**src/rtl/z_mips_pkg.sv**
```systemverilog
// Shared MIPS-subset encodings, instruction field positions and the
// decode helper used by the instruction decode / operand issue stage.
package z_mips_pkg;

    localparam int DATA_W = 32;

    // Primary opcodes
    localparam logic [5:0] OP_RTYPE = 6'b000000;
    localparam logic [5:0] OP_ADDIU = 6'b001001;
    localparam logic [5:0] OP_ANDI  = 6'b001100;
    localparam logic [5:0] OP_BEQ   = 6'b000100;
    localparam logic [5:0] OP_BNE   = 6'b000101;
    localparam logic [5:0] OP_LW    = 6'b100011;
    localparam logic [5:0] OP_SW    = 6'b101011;

    // R-type funct codes
    localparam logic [5:0] FN_ADDU = 6'b100001;
    localparam logic [5:0] FN_SUBU = 6'b100011;
    localparam logic [5:0] FN_NOR  = 6'b100111;
    localparam logic [5:0] FN_SLL  = 6'b000000;
    localparam logic [5:0] FN_SRL  = 6'b000010;

    // Instruction field positions
    localparam int OP_HI    = 31;
    localparam int OP_LO    = 26;
    localparam int RS_HI    = 25;
    localparam int RS_LO    = 21;
    localparam int RT_HI    = 20;
    localparam int RT_LO    = 16;
    localparam int RD_HI    = 15;
    localparam int RD_LO    = 11;
    localparam int SHAMT_HI = 10;
    localparam int SHAMT_LO = 6;
    localparam int IMM_HI   = 15;
    localparam int IMM_LO   = 0;
    localparam int FN_HI    = 5;
    localparam int FN_LO    = 0;

    // Source selection for the A operand
    typedef enum logic {
        A_RS = 1'b0,
        A_RT = 1'b1
    } a_sel_e;

    // Source selection for the B operand
    typedef enum logic [1:0] {
        B_RT   = 2'd0,
        B_SEXT = 2'd1,
        B_ZEXT = 2'd2
    } b_sel_e;

    // Everything the stage needs to know about one instruction word
    typedef struct packed {
        logic       legal;
        logic       use_rs;
        logic       use_rt;
        logic       dest_en;
        logic [4:0] dest;
        a_sel_e     a_sel;
        b_sel_e     b_sel;
    } decode_t;

    // Classify an instruction word; unsupported encodings come back with
    // legal=0 and no source/destination use so they never stall or
    // touch the scoreboard.
    function automatic decode_t decode_ins(input logic [31:0] ins);
        decode_t    d;
        logic       has_dest;
        logic [5:0] op;
        logic [5:0] fn;
        op         = ins[OP_HI:OP_LO];
        fn         = ins[FN_HI:FN_LO];
        d          = '0;
        d.a_sel    = A_RS;
        d.b_sel    = B_RT;
        has_dest   = 1'b0;
        case (op)
            OP_RTYPE: begin
                case (fn)
                    FN_ADDU, FN_SUBU, FN_NOR: begin
                        d.legal  = 1'b1;
                        d.use_rs = 1'b1;
                        d.use_rt = 1'b1;
                        d.dest   = ins[RD_HI:RD_LO];
                        has_dest = 1'b1;
                    end
                    FN_SLL, FN_SRL: begin
                        d.legal  = 1'b1;
                        d.use_rt = 1'b1;
                        d.a_sel  = A_RT;
                        d.dest   = ins[RD_HI:RD_LO];
                        has_dest = 1'b1;
                    end
                    default: ;
                endcase
            end
            OP_ADDIU, OP_LW: begin
                d.legal  = 1'b1;
                d.use_rs = 1'b1;
                d.b_sel  = B_SEXT;
                d.dest   = ins[RT_HI:RT_LO];
                has_dest = 1'b1;
            end
            OP_ANDI: begin
                d.legal  = 1'b1;
                d.use_rs = 1'b1;
                d.b_sel  = B_ZEXT;
                d.dest   = ins[RT_HI:RT_LO];
                has_dest = 1'b1;
            end
            OP_BEQ, OP_BNE: begin
                d.legal  = 1'b1;
                d.use_rs = 1'b1;
                d.use_rt = 1'b1;
            end
            OP_SW: begin
                d.legal  = 1'b1;
                d.use_rs = 1'b1;
                d.use_rt = 1'b1;
                d.b_sel  = B_SEXT;
            end
            default: ;
        endcase
        d.dest_en = has_dest && (d.dest != 5'd0);
        return d;
    endfunction

endpackage

```
**src/rtl/z_regfile.sv**
```systemverilog
// 32-entry register file with two read ports, one write port, a
// hard-wired zero in R0 and same-cycle write-to-read bypass.
module z_regfile
    import z_mips_pkg::*;
#(
    parameter int W = DATA_W
) (
    input  logic         clk,
    input  logic         rst_n,
    input  logic [4:0]   rd_addr_a,
    output logic [W-1:0] rd_data_a,
    input  logic [4:0]   rd_addr_b,
    output logic [W-1:0] rd_data_b,
    input  logic         wr_en,
    input  logic [4:0]   wr_addr,
    input  logic [W-1:0] wr_data
);

    logic [W-1:0] mem [32];

    // Storage: cleared on reset, written on the clock edge, R0 never written
    always_ff @(posedge clk or negedge rst_n) begin
        if (!rst_n) begin
            for (int i = 0; i < 32; i++) begin
                mem[i] <= '0;
            end
        end else if (wr_en && (wr_addr != 5'd0)) begin
            mem[wr_addr] <= wr_data;
        end
    end

    // Read port A: R0 reads zero, a concurrent write is forwarded
    always_comb begin
        rd_data_a = mem[rd_addr_a];
        if (rd_addr_a == 5'd0) begin
            rd_data_a = '0;
        end else if (wr_en && (wr_addr == rd_addr_a)) begin
            rd_data_a = wr_data;
        end
    end

    // Read port B: same behaviour as port A
    always_comb begin
        rd_data_b = mem[rd_addr_b];
        if (rd_addr_b == 5'd0) begin
            rd_data_b = '0;
        end else if (wr_en && (wr_addr == rd_addr_b)) begin
            rd_data_b = wr_data;
        end
    end

endmodule

```
**src/rtl/z_id_stage.sv**
```systemverilog
// Instruction decode / operand issue stage feeding z_ALU: decodes one
// instruction per cycle, reads operands, tracks in-flight destinations
// in a pending scoreboard and stalls on read-after-write hazards.
module z_id_stage
    import z_mips_pkg::*;
#(
    parameter int DATA_W = 32
) (
    input  logic              clk,
    input  logic              rst_n,
    input  logic              ins_valid_in,
    input  logic [31:0]       ins_in,
    output logic              ins_ready,
    input  logic              ex_ready_in,
    input  logic              wb_en_in,
    input  logic [4:0]        wb_addr_in,
    input  logic [DATA_W-1:0] wb_data_in,
    output logic              alu_valid_out,
    output logic [DATA_W-1:0] a_out,
    output logic [DATA_W-1:0] b_out,
    output logic [4:0]        shamt_out,
    output logic [31:0]       ins_out,
    output logic [DATA_W-1:0] rt_data_out,
    output logic [4:0]        dest_out,
    output logic              dest_en_out,
    output logic              illegal_out
);

    decode_t           dec;
    logic [4:0]        rs;
    logic [4:0]        rt;
    logic [DATA_W-1:0] rs_data;
    logic [DATA_W-1:0] rt_data;
    logic [DATA_W-1:0] a_next;
    logic [DATA_W-1:0] b_next;
    logic [31:0]       pending;
    logic [31:0]       pending_next;
    logic              hazard_rs;
    logic              hazard_rt;
    logic              hazard;
    logic              accept;
    logic              issue;

    assign dec = decode_ins(ins_in);
    assign rs  = ins_in[RS_HI:RS_LO];
    assign rt  = ins_in[RT_HI:RT_LO];

    z_regfile #(
        .W(DATA_W)
    ) u_regfile (
        .clk       (clk),
        .rst_n     (rst_n),
        .rd_addr_a (rs),
        .rd_data_a (rs_data),
        .rd_addr_b (rt),
        .rd_data_b (rt_data),
        .wr_en     (wb_en_in),
        .wr_addr   (wb_addr_in),
        .wr_data   (wb_data_in)
    );

    // Hazard check and handshake: a pending source only stalls if the
    // writeback port is not delivering that very register this cycle.
    always_comb begin
        hazard_rs = dec.use_rs && pending[rs] && !(wb_en_in && (wb_addr_in == rs));
        hazard_rt = dec.use_rt && pending[rt] && !(wb_en_in && (wb_addr_in == rt));
        hazard    = hazard_rs || hazard_rt;
        ins_ready = (!alu_valid_out || ex_ready_in) && !hazard;
        accept    = ins_valid_in && ins_ready;
        issue     = accept && dec.legal;
    end

    // Operand formation for the ALU
    always_comb begin
        a_next = (dec.a_sel == A_RT) ? rt_data : rs_data;
        case (dec.b_sel)
            B_SEXT:  b_next = {{(DATA_W-16){ins_in[IMM_HI]}}, ins_in[IMM_HI:IMM_LO]};
            B_ZEXT:  b_next = {{(DATA_W-16){1'b0}}, ins_in[IMM_HI:IMM_LO]};
            default: b_next = rt_data;
        endcase
    end

    // Scoreboard update: writeback clears first, issue sets afterwards so
    // a set and clear of the same register leaves it pending.
    always_comb begin
        pending_next = pending;
        if (wb_en_in) begin
            pending_next[wb_addr_in] = 1'b0;
        end
        if (issue && dec.dest_en) begin
            pending_next[dec.dest] = 1'b1;
        end
        pending_next[0] = 1'b0;
    end

    // Scoreboard register
    always_ff @(posedge clk or negedge rst_n) begin
        if (!rst_n) begin
            pending <= '0;
        end else begin
            pending <= pending_next;
        end
    end

    // Output register: load on issue, drain when the ALU takes it, and
    // otherwise hold every field stable.
    always_ff @(posedge clk or negedge rst_n) begin
        if (!rst_n) begin
            alu_valid_out <= 1'b0;
            a_out         <= '0;
            b_out         <= '0;
            shamt_out     <= '0;
            ins_out       <= '0;
            rt_data_out   <= '0;
            dest_out      <= '0;
            dest_en_out   <= 1'b0;
            illegal_out   <= 1'b0;
        end else begin
            illegal_out <= accept && !dec.legal;
            if (issue) begin
                alu_valid_out <= 1'b1;
                a_out         <= a_next;
                b_out         <= b_next;
                shamt_out     <= ins_in[SHAMT_HI:SHAMT_LO];
                ins_out       <= ins_in;
                rt_data_out   <= rt_data;
                dest_out      <= dec.dest;
                dest_en_out   <= dec.dest_en;
            end else if (ex_ready_in) begin
                alu_valid_out <= 1'b0;
            end
        end
    end

endmodule

```
**config.mk**
```make
export PLATFORM = sky130hd
export DESIGN_NAME = z_id_stage
export DESIGN_NICKNAME = d
export VERILOG_FILES = /design/src/rtl/z_mips_pkg.sv /design/src/rtl/z_regfile.sv /design/src/rtl/z_id_stage.sv
export SDC_FILE = /design/constraint.sdc
export NUM_CORES = 2
export LEC_CHECK = 0
export CAP_MARGIN = 5
export CORE_UTILIZATION = 40
export CTS_CLUSTER_SIZE = 28
export DETAILED_ROUTE_END_ITERATION = 6
export HOLD_SLACK_MARGIN = 0.03
export PLACE_DENSITY = 0.64
export SYNTH_ARGS = -nofsm -noshare
export SYNTH_HDL_FRONTEND = slang
export SYNTH_SLANG_ARGS = --single-unit
```
**constraint.sdc**
```tcl
create_clock -name clk -period 3.51 [get_ports clk]
set_input_delay 1.053 -clock clk [delete_from_list [all_inputs] [get_ports clk]]
set_output_delay 1.053 -clock clk [all_outputs]
set_load 0.02 [all_outputs]
```
-- After elaboration in Yosys (flattened, before gate mapping)
Cells that the tools add are included.
- flip-flop bits (word level): 1196
- bits in latches: 0
- memory bits (writable): 0
- bits in read-only memories: 0
- input port bits: 74
- output and inout port bits: 142
- logic and storage cells: 146
- memories: 0
- $add $sub $neg: 0
- multiply operators: 0
- divide/modulo/power cells: 0
- order comparisons: 10
- eq/ne operators: 14
- shift operators: 0
- mux-type cells: 37
- bitwise operators: 6
- reduce and logical (&&, ||, !) cells: 37
- operator list (cell ; number):
    bitwise mux 1024 bit ; 1
    2-to-1 mux 32 bit ; 12
    binary-select mux 32 bit (select 5 bit) ; 2
    demux 32 bit (select 5 bit) ; 1
    one-hot mux 32 bit (2 select lines) ; 1
    bitwise AND 32 bit ; 1
    inverter 32 bit ; 1
    OR 32 bit ; 1
    == test 6 bit (second input constant) ; 5
    less-than comparator 5 x 6 -> 1 bit (second input constant) ; 4
    greater-or-equal comparator 6 bit (second input constant) ; 3
    inverter 5 -> 6 bit ; 3
    logical AND 1 bit ; 16
    == test 6 x 3 -> 1 bit (second input constant) ; 2
    == test 6 x 4 -> 1 bit (second input constant) ; 2
    logical NOT 6 bit ; 2
    OR reduction 3 bit ; 4
    binary-select mux 1 bit (select 5 bit) ; 2
    demux 1 bit (select 5 bit) ; 2
    == test 5 bit ; 2
    greater-or-equal comparator 5 x 1 -> 1 bit (second input constant) ; 2
    logical NOT 5 bit ; 2
    2-to-1 mux 1 bit ; 10
    one-hot mux 5 bit (2 select lines) ; 1
    14 further kinds ; 22

-- Longest topological paths before layout
- depth after elaboration: 13
- mapped depth: 12
- depth with buffers taken out: 10

-- Cells and area by module
From an unflattened synthesis, not the netlist that was laid out.
- cells, all modules: 4640
- area total of the unflattened synthesis: 64299.2 sq um
- modules (own cells, without submodules) (module ; times used ; cells an instance ; area each (sq um) ; seq. area each (sq um)):
    z_regfile ; 1 ; 3977 ; 55703.4 ; 25624.6
    z_id_stage ; 1 ; 663 ; 8595.7 ; 4179.0

-- Worst setup path before layout
No wires, ideal clock.
- kind: in2out
- start: input port ins_in[22]
- end: output port ins_ready
- arrival: 2551 ps
- data required time: 2457 ps
- slack: -94 ps
- stages: 6
- path buffers: 1
- path through: buf_4 -> mux4_2 -> a22oi_1 -> nand4_1 -> a41o_1 -> nor2_1
- word-level cells in the longest chain between the ends: 7
- elaborated cells on any way between the ends: 10
- those cells by class: eq/ne (1); mux (2); reduce/logical (7)
- RTL lines (element ; RTL line ; RTL):
    start, declared ; z_id_stage.sv:12 ; input logic [31:0] ins_in,
    binary-select mux 1 bit (select 5 bit) / == test 5 bit (equally long branches) ; z_id_stage.sv:65 ; hazard_rs = dec.use_rs && pending[rs] && !(wb_en_in && (wb_addr_in == rs));
    2-to-1 mux 1 bit (not written as such) / logical AND 1 bit (equally long branches) ; z_id_stage.sv:65 ;
    logical AND 1 bit / logical NOT 1 bit (equally long branches) ; z_id_stage.sv:65 ;
    logical AND 1 bit (*) ; z_id_stage.sv:65 ;
    logical OR 1 bit (*) ; z_id_stage.sv:67 ; hazard = hazard_rs || hazard_rt;
    logical NOT 1 bit (*) ; z_id_stage.sv:68 ; ins_ready = (!alu_valid_out || ex_ready_in) && !hazard;
    logical AND 1 bit (*) ; z_id_stage.sv:68 ;
    end, declared ; z_id_stage.sv:13 ; output logic ins_ready,
Mark *: on every way between the ends. The rest lies on a longest branch, timed or not. The select of a mux whose other input is x is not followed.

-- Worst setup path after layout
- start: input port ins_in[31]
- end: output port ins_ready
- word-level cells in the longest chain between the ends: 8
- elaborated cells on any way between the ends: 18
- those cells by class: eq/ne (6); mux (2); reduce/logical (10)
- RTL lines (element ; RTL line ; RTL):
    == test 6 bit (tied with other cells) ; z_mips_pkg.sv:77 ; case (op)
    OR reduction 6 bit (no source line) / OR reduction 3 bit (equally long branches) ; - ;
    one-hot mux 2 bit (2 select lines) / one-hot mux 1 bit (2 select lines) (equally long branches) ; z_mips_pkg.sv:77 ;
    logical AND 1 bit, on equally long branches (2 in a row) ; z_id_stage.sv:65, z_id_stage.sv:66 ;
    logical OR 1 bit (*) ; z_id_stage.sv:67 ;
    logical NOT 1 bit (*) ; z_id_stage.sv:68 ;
    logical AND 1 bit (*) ; z_id_stage.sv:68 ;
Mark *: on every way between the ends. The rest lies on a longest branch, timed or not.

==> flow_results.xml <==
<?xml version="1.0" encoding="UTF-8"?>
<metrics>
  <group name="outcome">
    <metric name="outcome" unit="">finished with violations</metric>
    <metric name="violations" unit="">negative setup slack</metric>
  </group>
  <group name="worst_setup_path">
    <metric name="cp_max_fo" unit="">4</metric>
    <metric name="criticalPathCategory" unit="">in -&gt; out</metric>
    <metric name="worstSetupEndpointType" unit="">output pin</metric>
    <metric name="critPathLaunchType" unit="">input port</metric>
    <metric name="ff2ff_path_depth" unit="">11</metric>
    <metric name="crit_path_end" unit="">ins_ready</metric>
    <metric name="critical_path_arrival" unit="ns">2.61</metric>
    <metric name="worstReg2RegEnd" unit="">rt_data_out[7]$_DFFE_PN0P_</metric>
    <metric name="crit_path_start" unit="">ins_in[31]</metric>
    <metric name="worstPathRequired" unit="ns">2.46</metric>
    <metric name="critical_path.reg2reg.startpoint" unit="">pending[15]$_DFF_PN0_</metric>
    <metric name="setup.reg_to_reg.worst_slack" unit="ns">0.56</metric>
  </group>
  <group name="layout">
    <metric name="drive_above_1_share" unit="%">48.1</metric>
    <metric name="area_growth" unit="%">19.7</metric>
    <metric name="sequential_cell_area" unit="um2">29800</metric>
    <metric name="multi_input_area" unit="um2">31400</metric>
    <metric name="layout.cells.non_filler" unit="">7016</metric>
    <metric name="layout.cells.most_common_list" unit="">dfrtp_1 (1,191), mux2_2 (1,081), buf_4 (434)</metric>
    <metric name="mostFrequentLayoutCell" unit="">dfrtp_1</metric>
    <metric name="utilization" unit="%">48.3</metric>
    <metric name="layout.nets" unit="">4940</metric>
    <metric name="postLayoutCellArea" unit="um2">75500</metric>
    <metric name="num-fill-cells" unit="">13500</metric>
  </group>
  <group name="detailed_routing">
    <metric name="drcViolationCount" unit="">0</metric>
    <metric name="routed-via-count" unit="">44200</metric>
    <metric name="postRouteWirelength" unit="um">214000</metric>
    <metric name="firstDrtPassIters" unit="">6</metric>
    <metric name="route.detailed.wl_per_inst" unit="um">30.5</metric>
    <metric name="detail_route.iter0.violations" unit="">4225</metric>
    <metric name="ant_nets" unit="">0</metric>
    <metric name="route.detailed.vias_per_inst" unit="">6.30</metric>
  </group>
  <group name="grt">
    <metric name="groute.usage.overall" unit="%">26.7</metric>
    <metric name="grt.busiest_layer" unit="">met2</metric>
    <metric name="grt_pass1_wl" unit="um">313000</metric>
    <metric name="vias_in_the_first_global_route" unit="">44800</metric>
    <metric name="antenna_found_initial" unit="">5</metric>
    <metric name="global_route.usage.met3" unit="%">5.22</metric>
    <metric name="use_met1" unit="%">36.8</metric>
    <metric name="largest_net_degree_at_the_start_of_global_routing" unit="">86</metric>
    <metric name="global_route.usage.met2" unit="%">40.8</metric>
    <metric name="grt.overflow.total" unit="">0</metric>
  </group>
  <group name="place">
    <metric name="place_congestion" unit="">0.903</metric>
    <metric name="worst_slack_after_detailed_placement" unit="ns">-0.998</metric>
    <metric name="final_hpwl_from_detailed_placement" unit="um">144000</metric>
    <metric name="placed_cells_incl_taps" unit="">6781</metric>
    <metric name="detailed_place.area" unit="um2">71400</metric>
    <metric name="count_of_buffers_from_port_buffering" unit="">215</metric>
  </group>
  <group name="sta">
    <metric name="drv_slew" unit="">0</metric>
    <metric name="final_critical_path_setup_slack" unit="ns">-0.158</metric>
    <metric name="finalSetupViolations" unit="">1</metric>
    <metric name="timing.slew.headroom" unit="%">41.5</metric>
    <metric name="timing.setup.tns" unit="ns">-0.158</metric>
    <metric name="worst_pin_slew" unit="ns">0.877</metric>
    <metric name="holdWs" unit="ns">0.209</metric>
    <metric name="setup_skew_after_layout" unit="ns">0.0232</metric>
    <metric name="min_tclk_post_route" unit="ns">3.67</metric>
    <metric name="achievable-frequency" unit="GHz">0.273</metric>
    <metric name="grt_setup_unrepaired" unit="">yes</metric>
    <metric name="hold_viol_final" unit="">0</metric>
    <metric name="min_period_over_period" unit="%">104</metric>
  </group>
  <group name="logic_synthesis">
    <metric name="yosys_warnings" unit="">0</metric>
    <metric name="edff_count_synth" unit="">0</metric>
    <metric name="synthesis.instances" unit="">4460</metric>
    <metric name="synth_cell_types" unit="">71</metric>
    <metric name="post_synth_main_area_contributors" unit="">dfrtp_1 (47%), mux2_2 (19%), mux4_2 (15%)</metric>
    <metric name="syn-num-nets" unit="">4536</metric>
    <metric name="async_flop_share" unit="%">100</metric>
    <metric name="syn-mean-instance-area" unit="um2">14.1</metric>
    <metric name="main_synth_ff_type" unit="">dfrtp_1</metric>
    <metric name="synth_seq_cells" unit="">1191</metric>
    <metric name="synth.top_cell.area_share" unit="%">47.2</metric>
    <metric name="synth_largest_area_cell" unit="">dfrtp_1</metric>
    <metric name="yosysSeqAreaShare" unit="%">47.2</metric>
    <metric name="post_synth_instance_area" unit="um2">63100</metric>
  </group>
  <group name="floorplan">
    <metric name="die_h" unit="um">399</metric>
    <metric name="placementRows" unit="">145</metric>
    <metric name="design.portCount" unit="">216</metric>
    <metric name="initial_utilization" unit="%">40.4</metric>
    <metric name="core_region_area" unit="um2">156000</metric>
    <metric name="die-width" unit="um">399</metric>
    <metric name="die_area" unit="um2">159000</metric>
  </group>
  <group name="pwr">
    <metric name="power_after_layout" unit="mW">42.0</metric>
    <metric name="power_leakage" unit="nW">32.6</metric>
    <metric name="power.density_cell_area" unit="nW/um2">556</metric>
    <metric name="power.ir.vdd_worst" unit="uV">396</metric>
  </group>
  <group name="clocking">
    <metric name="htreeDepth" unit="">3</metric>
    <metric name="cts_root_buffer" unit="">clkbuf_16</metric>
    <metric name="clock_sink_count" unit="">1191</metric>
    <metric name="path_clk_slew" unit="ns">0.06</metric>
    <metric name="clock_path_buffers" unit="">3</metric>
    <metric name="postCtsHoldBufs" unit="">0</metric>
    <metric name="num_cts_buffers" unit="">119</metric>
    <metric name="clock_latency" unit="ns">0.76</metric>
    <metric name="tritoncts_clock_tree" unit="">yes</metric>
  </group>
  <group name="worst_hold_path">
    <metric name="worst_hold_path_type" unit="">in -&gt; async</metric>
  </group>
  <group name="job">
    <metric name="max_cap_violations" unit="">0</metric>
  </group>
</metrics>
registers in the layout, summed over array words and instances, names as in the netlist:
name	flops
alu_valid_out	1
u_regfile.mem	1024
shamt_out	4
dest_out	5
ins_out	28
rt_data_out	32
dest_en_out	1
illegal_out	1
a_out	32
pending	31
b_out	32
critical path: stages:
cell and delay [ns]:
clkdlybuf4s15_2 0.22, or4b_4 0.56, o22ai_4 0.19, a211o_1 0.18
a41o_1 0.25, nor2_4 0.05, buf_6 0.13
layer usage:
| layer | routed length (um) | share of wire (%) | up-vias |
|---|---|---|---|
| li1 | - | - | 18000 |
| met1 | 89200 | 42 | 23700 |
| met2 | 97100 | 45 | 2005 |
| met3 | 16200 | 7.6 | 501 |
| met4 | 11300 | 5.3 | 2 |
| met5 | 13 | 0.0061 | - |
report_power, final:
group,switching (mW),internal [mW],leakage (nW)
Combinational,4.62,6.01,15.5
Sequential,2.02,16.6,15.3
Clock,5.67,7.13,1.88
logic make-up (layout without fill, tap and decap cells):
group           Yosys count  in the layout  synth area share [%]
compound gates          568            568                  6.73
xor+xnor                 11             11                 0.153
fa+ha+maj                 2              2                0.0396
buf+inv                 503           1000                  3.68
flops                  1191           1191                  47.2
mux                    1769           1769                  39.1
other cells               0              1                     0
simple gates            416            416                  3.06
how the worst min path moves through the flow:
stage	depth (start not counted)	from	to
after detailed placement	0	u_regfile.mem[1005]$_DFFE_PN0P_	u_regfile.mem[1005]$_DFFE_PN0P_
after global placement	0	u_regfile.mem[1023]$_DFFE_PN0P_	u_regfile.mem[1023]$_DFFE_PN0P_
final	1	rst_n	u_regfile.mem[889]$_DFFE_PN0P_
after floorplan	1	u_regfile.mem[1000]$_DFFE_PN0P_	u_regfile.mem[1000]$_DFFE_PN0P_
after global routing	1	rst_n	u_regfile.mem[889]$_DFFE_PN0P_
after CTS	1	rst_n	u_regfile.mem[889]$_DFFE_PN0P_
cell usage after synthesis (all sizes together) (28+ instances only):
master and instances:
a21oi 57, o31ai 52, o21bai 31, a22oi 133, o22ai 28, mux4 430, nor2 97, mux2i 189
nand2 137, buf 215, a221oi 94, o21ai 45, mux2 1150, dfrtp 1191, clkbuf 274, nor3 86
repair_timing:
action / 4_1_cts / 5_1_grt
pin swaps: 16 / 11
gates resized for setup: 58 / 23
buffers inserted: 16 / 4
endpoints found under the setup margin: 7 / 6
layout make-up:
type                            instances  area share [%]
Clock inverter                         33           0.462
Tap cell                             2058            3.41
Sequential cell                      1191            39.5
Antenna cell                            1         0.00331
Inverter                               14          0.0729
Timing Repair Buffer                  772            10.4
Multi-Input combinational cell       2766            41.6
Clock buffer                          181            4.58
(Power assumes the default switching activity.)
